<file path="config.mk">
export PLATFORM = sky130hd
export DESIGN_NAME = axi_lite_bus_master_flat
export DESIGN_NICKNAME = d
export VERILOG_FILES = /design/src/rtl/axi_lite_bus_master_pkg.sv /design/src/rtl/axi_lite_bus_master_if.sv /design/src/rtl/axi_lite_lane_shift.sv /design/src/rtl/axi_lite_bus_master.sv /design/src/flat_wrapper.sv
export SDC_FILE = /design/constraint.sdc
export NUM_CORES = 1
export LEC_CHECK = 0
export ABC_AREA = 1
export ABC_CLOCK_PERIOD_IN_PS = 2220
export CAP_MARGIN = 10
export CORE_ASPECT_RATIO = 0.75
export CORE_MARGIN = 4
export CORE_UTILIZATION = 34
export DETAILED_ROUTE_END_ITERATION = 7
export GPL_ROUTABILITY_DRIVEN = 0
export PLACE_DENSITY = 0.78
export SYNTH_ARGS = -nofsm -noshare
export SYNTH_HDL_FRONTEND = slang
export SYNTH_SLANG_ARGS = --single-unit
export TNS_END_PERCENT = 100
</file>
<file path="constraint.sdc">
create_clock -name clk -period 2.22 [get_ports clk]
set_input_delay 0.333 -clock clk [delete_from_list [all_inputs] [get_ports clk]]
set_output_delay 0.333 -clock clk [all_outputs]
set_load 0.02 [all_outputs]
</file>
<file path="src/rtl/axi_lite_bus_master_pkg.sv">
// Shared definitions for the AXI4-Lite bus master: address-type codes from the
// shared address map, AXI response codes and the transaction FSM state type.
package axi_lite_bus_master_pkg;

    // Address-type codes produced by the CPU bus address converter
    typedef enum logic [2:0] {
        ADDR_NOT_OP       = 3'd0,
        ADDR_AXI          = 3'd1,
        ADDR_INTERNAL_ROM = 3'd2,
        ADDR_INTERNAL_RAM = 3'd3,
        ADDR_INTERNAL_LED = 3'd4,
        ADDR_UNKNOWN      = 3'd7
    } addr_type_t;

    localparam int         RESP_W    = 2;
    localparam logic [1:0] RESP_OKAY = 2'b00;

    // Byte returned for anything that did not produce real read data
    localparam logic [7:0] RDATA_LOCAL = 8'hFF;

    typedef enum logic [2:0] {
        IDLE,
        RD_A,
        RD_D,
        WR_AW,
        WR_B,
        DONE
    } state_t;

endpackage

</file>
<file path="src/rtl/axi_lite_bus_master_if.sv">
// AXI4-Lite channel bundle between the bus master and the interconnect.
interface axi_lite_bus_master_if;
    import axi_lite_bus_master_pkg::*;

    logic [31:0]       awaddr;
    logic              awvalid;
    logic              awready;
    logic [31:0]       wdata;
    logic [3:0]        wstrb;
    logic              wvalid;
    logic              wready;
    logic [RESP_W-1:0] bresp;
    logic              bvalid;
    logic              bready;
    logic [31:0]       araddr;
    logic              arvalid;
    logic              arready;
    logic [31:0]       rdata;
    logic [RESP_W-1:0] rresp;
    logic              rvalid;
    logic              rready;

    modport master (
        output awaddr, awvalid, wdata, wstrb, wvalid, bready, araddr, arvalid, rready,
        input  awready, wready, bresp, bvalid, arready, rdata, rresp, rvalid
    );

    modport slave (
        input  awaddr, awvalid, wdata, wstrb, wvalid, bready, araddr, arvalid, rready,
        output awready, wready, bresp, bvalid, arready, rdata, rresp, rvalid
    );

endinterface

</file>
<file path="src/rtl/axi_lite_lane_shift.sv">
// Byte-lane steering: moves a lane-0 write byte/strobe up to the addressed lane
// and pulls the addressed byte down out of a 32-bit read word.
module axi_lite_lane_shift (
    input  logic [1:0]  lane,
    input  logic [31:0] wr_data,
    input  logic [3:0]  wr_strb,
    input  logic [31:0] rd_word,
    output logic [31:0] wr_data_sh,
    output logic [3:0]  wr_strb_sh,
    output logic [7:0]  rd_byte
);

    // Pure lane steering; strobe bits shifted past lane 3 are dropped
    always_comb begin
        wr_data_sh = wr_data << {lane, 3'b000};
        wr_strb_sh = wr_strb << lane;
        rd_byte    = rd_word[{lane, 3'b000} +: 8];
    end

endmodule

</file>
<file path="src/rtl/axi_lite_bus_master.sv">
// Runs one CPU bus request as a single AXI4-Lite transaction, or completes it
// locally for non-AXI address types. Optional build macro AXI_TIMEOUT_EN adds a
// per-transaction watchdog of TIMEOUT_CYCLES cycles.
module axi_lite_bus_master
    import axi_lite_bus_master_pkg::*;
#(
    parameter int TIMEOUT_CYCLES = 1024
) (
    input  logic                         clk,
    input  logic                         rst,
    input  logic                         req_valid,
    input  logic                         req_is_read,
    input  logic [2:0]                   req_addr_type,
    input  logic [31:0]                  req_a32,
    input  logic [31:0]                  req_d32,
    input  logic [3:0]                   req_wstrb,
    output logic                         busy,
    output logic                         done,
    output logic [7:0]                   rdata,
    output logic                         err,
    axi_lite_bus_master_if.master        m_axi
);

    state_t      state_q;
    state_t      state_d;
    logic [31:0] addr_q;
    logic [1:0]  lane_q;
    logic [31:0] wdata_q;
    logic [3:0]  wstrb_q;
    logic [7:0]  rdata_q;
    logic        err_q;
    logic        aw_done_q;
    logic        w_done_q;

    logic        accept;
    logic        is_axi;
    logic        aw_pending;
    logic        w_pending;
    logic        aw_hs;
    logic        w_hs;
    logic        timeout_hit;
    logic [1:0]  shift_lane;
    logic [31:0] wdata_sh;
    logic [3:0]  wstrb_sh;
    logic [7:0]  rd_byte;

    assign accept     = (state_q == IDLE) && req_valid;
    assign is_axi     = (req_addr_type == ADDR_AXI);
    assign aw_pending = (state_q == WR_AW) && !aw_done_q;
    assign w_pending  = (state_q == WR_AW) && !w_done_q;
    assign aw_hs      = aw_pending && m_axi.awready;
    assign w_hs       = w_pending && m_axi.wready;

    // In IDLE the shifter works on the incoming request, afterwards on the latched lane
    assign shift_lane = (state_q == IDLE) ? req_a32[1:0] : lane_q;

    axi_lite_lane_shift u_lane_shift (
        .lane       (shift_lane),
        .wr_data    (req_d32),
        .wr_strb    (req_wstrb),
        .rd_word    (m_axi.rdata),
        .wr_data_sh (wdata_sh),
        .wr_strb_sh (wstrb_sh),
        .rd_byte    (rd_byte)
    );

`ifdef AXI_TIMEOUT_EN
    localparam int TW = $clog2(TIMEOUT_CYCLES + 1);

    logic [TW-1:0] timer_q;
    logic          in_flight;

    assign in_flight   = (state_q == RD_A) || (state_q == RD_D) ||
                         (state_q == WR_AW) || (state_q == WR_B);
    assign timeout_hit = in_flight && (timer_q == TW'(TIMEOUT_CYCLES - 1));

    // Watchdog restarts on every accept and counts only while waiting on the bus
    always_ff @(posedge clk) begin
        if (rst || accept) begin
            timer_q <= '0;
        end else if (in_flight) begin
            timer_q <= timer_q + TW'(1);
        end
    end
`else
    logic unused_timeout;

    assign timeout_hit    = 1'b0;
    assign unused_timeout = (TIMEOUT_CYCLES != 0);
`endif

    // State register; reset abandons any transaction without a done pulse
    always_ff @(posedge clk) begin
        if (rst) begin
            state_q <= IDLE;
        end else begin
            state_q <= state_d;
        end
    end

    // Next-state logic; a watchdog expiry overrides any pending handshake
    always_comb begin
        state_d = state_q;
        case (state_q)
            IDLE: begin
                if (req_valid) begin
                    if (!is_axi) begin
                        state_d = DONE;
                    end else if (req_is_read) begin
                        state_d = RD_A;
                    end else if (req_wstrb != 4'b0000) begin
                        state_d = WR_AW;
                    end else begin
                        state_d = DONE;
                    end
                end
            end
            RD_A: begin
                if (m_axi.arready) begin
                    state_d = RD_D;
                end
            end
            RD_D: begin
                if (m_axi.rvalid) begin
                    state_d = DONE;
                end
            end
            WR_AW: begin
                if ((aw_done_q || aw_hs) && (w_done_q || w_hs)) begin
                    state_d = WR_B;
                end
            end
            WR_B: begin
                if (m_axi.bvalid) begin
                    state_d = DONE;
                end
            end
            DONE: begin
                state_d = IDLE;
            end
            default: begin
                state_d = IDLE;
            end
        endcase
        if (timeout_hit) begin
            state_d = DONE;
        end
    end

    // Request latch, AW/W completion tracking and response capture
    always_ff @(posedge clk) begin
        if (rst) begin
            addr_q    <= '0;
            lane_q    <= '0;
            wdata_q   <= '0;
            wstrb_q   <= '0;
            rdata_q   <= '0;
            err_q     <= 1'b0;
            aw_done_q <= 1'b0;
            w_done_q  <= 1'b0;
        end else if (accept) begin
            addr_q    <= req_a32;
            lane_q    <= req_a32[1:0];
            wdata_q   <= wdata_sh;
            wstrb_q   <= wstrb_sh;
            err_q     <= 1'b0;
            aw_done_q <= 1'b0;
            w_done_q  <= 1'b0;
            if (!is_axi) begin
                rdata_q <= RDATA_LOCAL;
            end
        end else begin
            if (aw_hs) begin
                aw_done_q <= 1'b1;
            end
            if (w_hs) begin
                w_done_q <= 1'b1;
            end
            if ((state_q == RD_D) && m_axi.rvalid) begin
                rdata_q <= rd_byte;
                err_q   <= (m_axi.rresp != RESP_OKAY);
            end
            if ((state_q == WR_B) && m_axi.bvalid) begin
                err_q <= (m_axi.bresp != RESP_OKAY);
            end
            if (timeout_hit) begin
                err_q   <= 1'b1;
                rdata_q <= RDATA_LOCAL;
            end
        end
    end

    assign busy  = (state_q != IDLE) || accept;
    assign done  = (state_q == DONE);
    assign rdata = rdata_q;
    assign err   = err_q;

    assign m_axi.araddr  = addr_q;
    assign m_axi.arvalid = (state_q == RD_A);
    assign m_axi.rready  = (state_q == RD_D);
    assign m_axi.awaddr  = addr_q;
    assign m_axi.awvalid = aw_pending;
    assign m_axi.wdata   = wdata_q;
    assign m_axi.wstrb   = wstrb_q;
    assign m_axi.wvalid  = w_pending;
    assign m_axi.bready  = (state_q == WR_B);

endmodule

</file>
<file path="src/flat_wrapper.sv">
// flat-port wrapper written by rule: the top's interface ports become plain ports
module axi_lite_bus_master_flat import axi_lite_bus_master_pkg::*;
#(
    parameter int TIMEOUT_CYCLES = 1024
)
  (clk, rst, req_valid, req_is_read, req_addr_type, req_a32, req_d32, req_wstrb, busy, done, rdata, err, m_axi_awaddr, m_axi_awvalid, m_axi_wdata, m_axi_wstrb, m_axi_wvalid, m_axi_bready, m_axi_araddr, m_axi_arvalid, m_axi_rready, m_axi_awready, m_axi_wready, m_axi_bresp, m_axi_bvalid, m_axi_arready, m_axi_rdata, m_axi_rresp, m_axi_rvalid);
  axi_lite_bus_master_if m_axi_i ();
  input  logic clk;
  input  logic rst;
  input  logic req_valid;
  input  logic req_is_read;
  input  logic [2:0] req_addr_type;
  input  logic [31:0] req_a32;
  input  logic [31:0] req_d32;
  input  logic [3:0] req_wstrb;
  output logic busy;
  output logic done;
  output logic [7:0] rdata;
  output logic err;
  output wire logic [$bits(m_axi_i.awaddr)-1:0] m_axi_awaddr;
  output wire logic [$bits(m_axi_i.awvalid)-1:0] m_axi_awvalid;
  output wire logic [$bits(m_axi_i.wdata)-1:0] m_axi_wdata;
  output wire logic [$bits(m_axi_i.wstrb)-1:0] m_axi_wstrb;
  output wire logic [$bits(m_axi_i.wvalid)-1:0] m_axi_wvalid;
  output wire logic [$bits(m_axi_i.bready)-1:0] m_axi_bready;
  output wire logic [$bits(m_axi_i.araddr)-1:0] m_axi_araddr;
  output wire logic [$bits(m_axi_i.arvalid)-1:0] m_axi_arvalid;
  output wire logic [$bits(m_axi_i.rready)-1:0] m_axi_rready;
  input wire logic [$bits(m_axi_i.awready)-1:0] m_axi_awready;
  input wire logic [$bits(m_axi_i.wready)-1:0] m_axi_wready;
  input wire logic [$bits(m_axi_i.bresp)-1:0] m_axi_bresp;
  input wire logic [$bits(m_axi_i.bvalid)-1:0] m_axi_bvalid;
  input wire logic [$bits(m_axi_i.arready)-1:0] m_axi_arready;
  input wire logic [$bits(m_axi_i.rdata)-1:0] m_axi_rdata;
  input wire logic [$bits(m_axi_i.rresp)-1:0] m_axi_rresp;
  input wire logic [$bits(m_axi_i.rvalid)-1:0] m_axi_rvalid;
  assign m_axi_awaddr = m_axi_i.awaddr;
  assign m_axi_awvalid = m_axi_i.awvalid;
  assign m_axi_wdata = m_axi_i.wdata;
  assign m_axi_wstrb = m_axi_i.wstrb;
  assign m_axi_wvalid = m_axi_i.wvalid;
  assign m_axi_bready = m_axi_i.bready;
  assign m_axi_araddr = m_axi_i.araddr;
  assign m_axi_arvalid = m_axi_i.arvalid;
  assign m_axi_rready = m_axi_i.rready;
  assign m_axi_i.awready = m_axi_awready;
  assign m_axi_i.wready = m_axi_wready;
  assign m_axi_i.bresp = m_axi_bresp;
  assign m_axi_i.bvalid = m_axi_bvalid;
  assign m_axi_i.arready = m_axi_arready;
  assign m_axi_i.rdata = m_axi_rdata;
  assign m_axi_i.rresp = m_axi_rresp;
  assign m_axi_i.rvalid = m_axi_rvalid;
  axi_lite_bus_master #(.TIMEOUT_CYCLES(TIMEOUT_CYCLES)) u_core (.clk(clk), .rst(rst), .req_valid(req_valid), .req_is_read(req_is_read), .req_addr_type(req_addr_type), .req_a32(req_a32), .req_d32(req_d32), .req_wstrb(req_wstrb), .busy(busy), .done(done), .rdata(rdata), .err(err), .m_axi(m_axi_i));
endmodule
</file>
==> flow_metrics.env <==
export IMPL_intPower_mw=4.37
export IMPL_worst_slew_pin_slew_ns=0.695
export IMPL_yosysSeqAreaShare=0.362
export IMPL_p_clk_frac=0.202
export IMPL_dr_pass1_iters=5
export IMPL_core_area_mm2=0.0130
export IMPL_dp_hpwl_um=12300
export IMPL_clockBufferDepth=2
export IMPL_cap_violations=0
export IMPL_power_density_mw_per_mm2=1070
export IMPL_h_tree_depth=3
export IMPL_syn_num_nets=827
export IMPL_drt_total_wl_um=16000
export IMPL_crit_fanout=9
export IMPL_cts_tree="done"
export IMPL_synthTopCellsByArea="dfxtp_1 36%, nand2_1 16%, nand3_1 13%, inv_1 9.1%, buf_4 6.5%"
export IMPL_p_seq_frac=0.272
export IMPL_cts_buffers=9
export IMPL_viasPerCell=4.65
export IMPL_grt_max_degree=41
export IMPL_worstSkewPairLatency_ns=0.33
export IMPL_dr_total_vias=5001
export IMPL_ant_nets=0
export IMPL_r2r_cells=10
export IMPL_rsz0062_at_grt="no"
export IMPL_r2r_setup_slack_ns=0.39
export IMPL_pwr_share_comb=0.527
export IMPL_setup_viol=0
export IMPL_final_cell_mix="226 x clkdlybuf4s50_1, 191 x nand2_1, 116 x nand3_1"
export IMPL_path_class="reg2out"
export IMPL_hold_path_depth=2
export IMPL_yosys_warnings=0
export IMPL_fin_crit_sh=0.922
export IMPL_synth_top_area_share=0.362
export IMPL_syn_area_mm2=0.00454
export IMPL_die_height_um=108
export IMPL_grt_use_total=0.205
export IMPL_switching_share=0.423
export IMPL_start_util=0.348
export IMPL_die_w_um=141
export IMPL_synth_seq_cells=82
export IMPL_synth_cell_types=28
export IMPL_grt_pass1_wl_um=24900
export IMPL_grt_use_met3=0.0813
export IMPL_grt_overflow=0
export IMPL_grtUsageMet1=0.266
export IMPL_hold_violations=0
export IMPL_io_pin_count=232
export IMPL_crit_path_end="m_axi_bready"
export IMPL_clk_pin_slew_worst_paths_ns=0.06
export IMPL_status="completed"
export IMPL_cp_arrival_ns=1.71
export IMPL_grt_antenna_before_repair=0
export IMPL_startpoint_type="flip-flop"
export IMPL_skew_ns=0.00404
export IMPL_final_nets=1016
export IMPL_post_cts_buffers=0
export IMPL_die_area_mm2=0.0153
export IMPL_holdWs_ns=0.456
export IMPL_setup_tns_ns=0
export IMPL_final_common_cell="clkdlybuf4s50_1"
export IMPL_cts_sinks=82
export IMPL_cp_end_kind="output pin"
export IMPL_drc=0
export IMPL_avgSynthCellArea_um2=6.38
export IMPL_peakVddDrop_mv=0.423
export IMPL_syn2layout_area_growth_pct=56.5
export IMPL_min_period_ns=2.05
export IMPL_wl_per_cell_um=14.9
export IMPL_portBuffers=231
export IMPL_grt_pass1_vias=4696
export IMPL_power_switching_mw=3.20
export IMPL_critical_path_required_ns=1.89
export IMPL_root_buffer="clkbuf_16"
export IMPL_syn_inst=711
export IMPL_crit_start="u_core.state_q[0]"
export IMPL_ys_flop_type="dfxtp_1"
export IMPL_nFillCells=1287
export IMPL_leakage_nw=3.29
export IMPL_hold_path_class="reg2reg"
export IMPL_yosysTopAreaCell="dfxtp_1"
export IMPL_max_slew_margin=0.534
export IMPL_diodes=0
export IMPL_met2_usage=0.324
export IMPL_drv_slew=0
export IMPL_synth_enable_flop_cells=0
export IMPL_reg2reg_from="u_core.state_q[2]"
export IMPL_drt_iter0_markers=246
export IMPL_drive_gt1_frac=0.0508
export IMPL_busiest_layer="met2"
export IMPL_async_flop_share=0
export IMPL_max_freq_mhz=489
export IMPL_worstReg2RegEnd="u_core.m_axi.wdata[25]"
export IMPL_core_rowCount=36
[synth_stat cells (3+ instances only)]
cell and n:
nand3_1 116, o21ai_0 21, inv_1 110, nand2_1 191, buf_2 13, nand2_4 3
clkbuf_1 12, buf_4 39, nor2_1 55, o31ai_1 9, a21oi_1 36, nand2_2 3
dfxtp_1 82
[layer usage]
layer	vias to the layer above	routed length, µm
li1	2561	-
met3	12	1790
met1	2199	7000
met4	0	189
met5	-	0
met2	229	7060
[how the worst min path moves through the flow]
stage,slack [ns],from,to
after floorplan,0.45,u_core.aw_done_q,u_core.aw_done_q
after global placement,0.44,u_core.m_axi.wdata[7],u_core.m_axi.wdata[7]
after detailed placement,0.45,u_core.m_axi.wdata[12],u_core.m_axi.wdata[12]
after CTS,0.46,u_core.m_axi.wdata[3],u_core.m_axi.wdata[3]
after global routing,0.48,u_core.m_axi.wdata[3],u_core.m_axi.wdata[3]
final,0.46,u_core.m_axi.wdata[2],u_core.m_axi.wdata[2]
[critical path: stages (launching register included)]
cell and delay [ns]:
dfxtp_2 0.37, nor2_8 0.21, nand2_1 0.10, inv_1 0.08, clkdlybuf4s50_1 0.61
[kinds of logic after synthesis]
group                  count (synthesis)  synth area share
buffers and inverters                180             0.188
and+or+nand+nor                      379             0.366
DFF                                   82             0.362
AOI/OAI and AO/OA                     70            0.0836
[stage by stage]
stage               utilization  power (mW)  instance area (µm²)  setup WS [ns]  std cells
floorplan                     -        4.56                 4540          0.599        711
global route              0.545        8.11                 7100         0.0514       1076
global placement          0.520        6.02                 6780          0.266       1060
finish                    0.545        7.57                 7100          0.173       1076
detailed placement        0.520        6.07                 6780          0.229       1060
CTS                       0.544        7.64                 7080        0.00685       1076
[what timing repair did]
item                                    4_1_cts  5_1_grt
pin swaps                                     0        0
hold buffers                                  0        0
gates resized for setup                       2        5
endpoints found under the setup margin        4        5
[registers in the layout, summed over array words and instances (netlist names)]
name                 flops
u_core.m_axi.araddr     32
u_core.m_axi.wdata      32
u_core.rdata             8
u_core.m_axi.wstrb       4
u_core.state_q           3
u_core.aw_done_q         1
u_core.err               1
u_core.w_done_q          1
[power by group through the flow]
stage          logic, mW  registers [mW]  clock network [mW]
6_report            3.99            2.06                1.53
5_1_grt             4.37            2.11                1.63
4_1_cts             4.01            2.06                1.57
3_5_place_dp        3.99            2.08                   0
3_3_place_gp        3.95            2.07                   0
2_1_floorplan       2.18            2.38                   0
[final cells by class]
| type | instances | area [µm²] | area share |
|---|---|---|---|
| Timing Repair Buffer | 245 | 2470 | 0.348 |
| Multi-Input combinational cell | 449 | 2040 | 0.288 |
| Sequential cell | 82 | 1640 | 0.232 |
| Inverter | 113 | 424 | 0.0598 |
| Clock buffer | 12 | 256 | 0.0361 |
| Tap cell | 171 | 214 | 0.0301 |
| Clock inverter | 4 | 50.0 | 0.00705 |
Power figures use the tool's default switching activity.
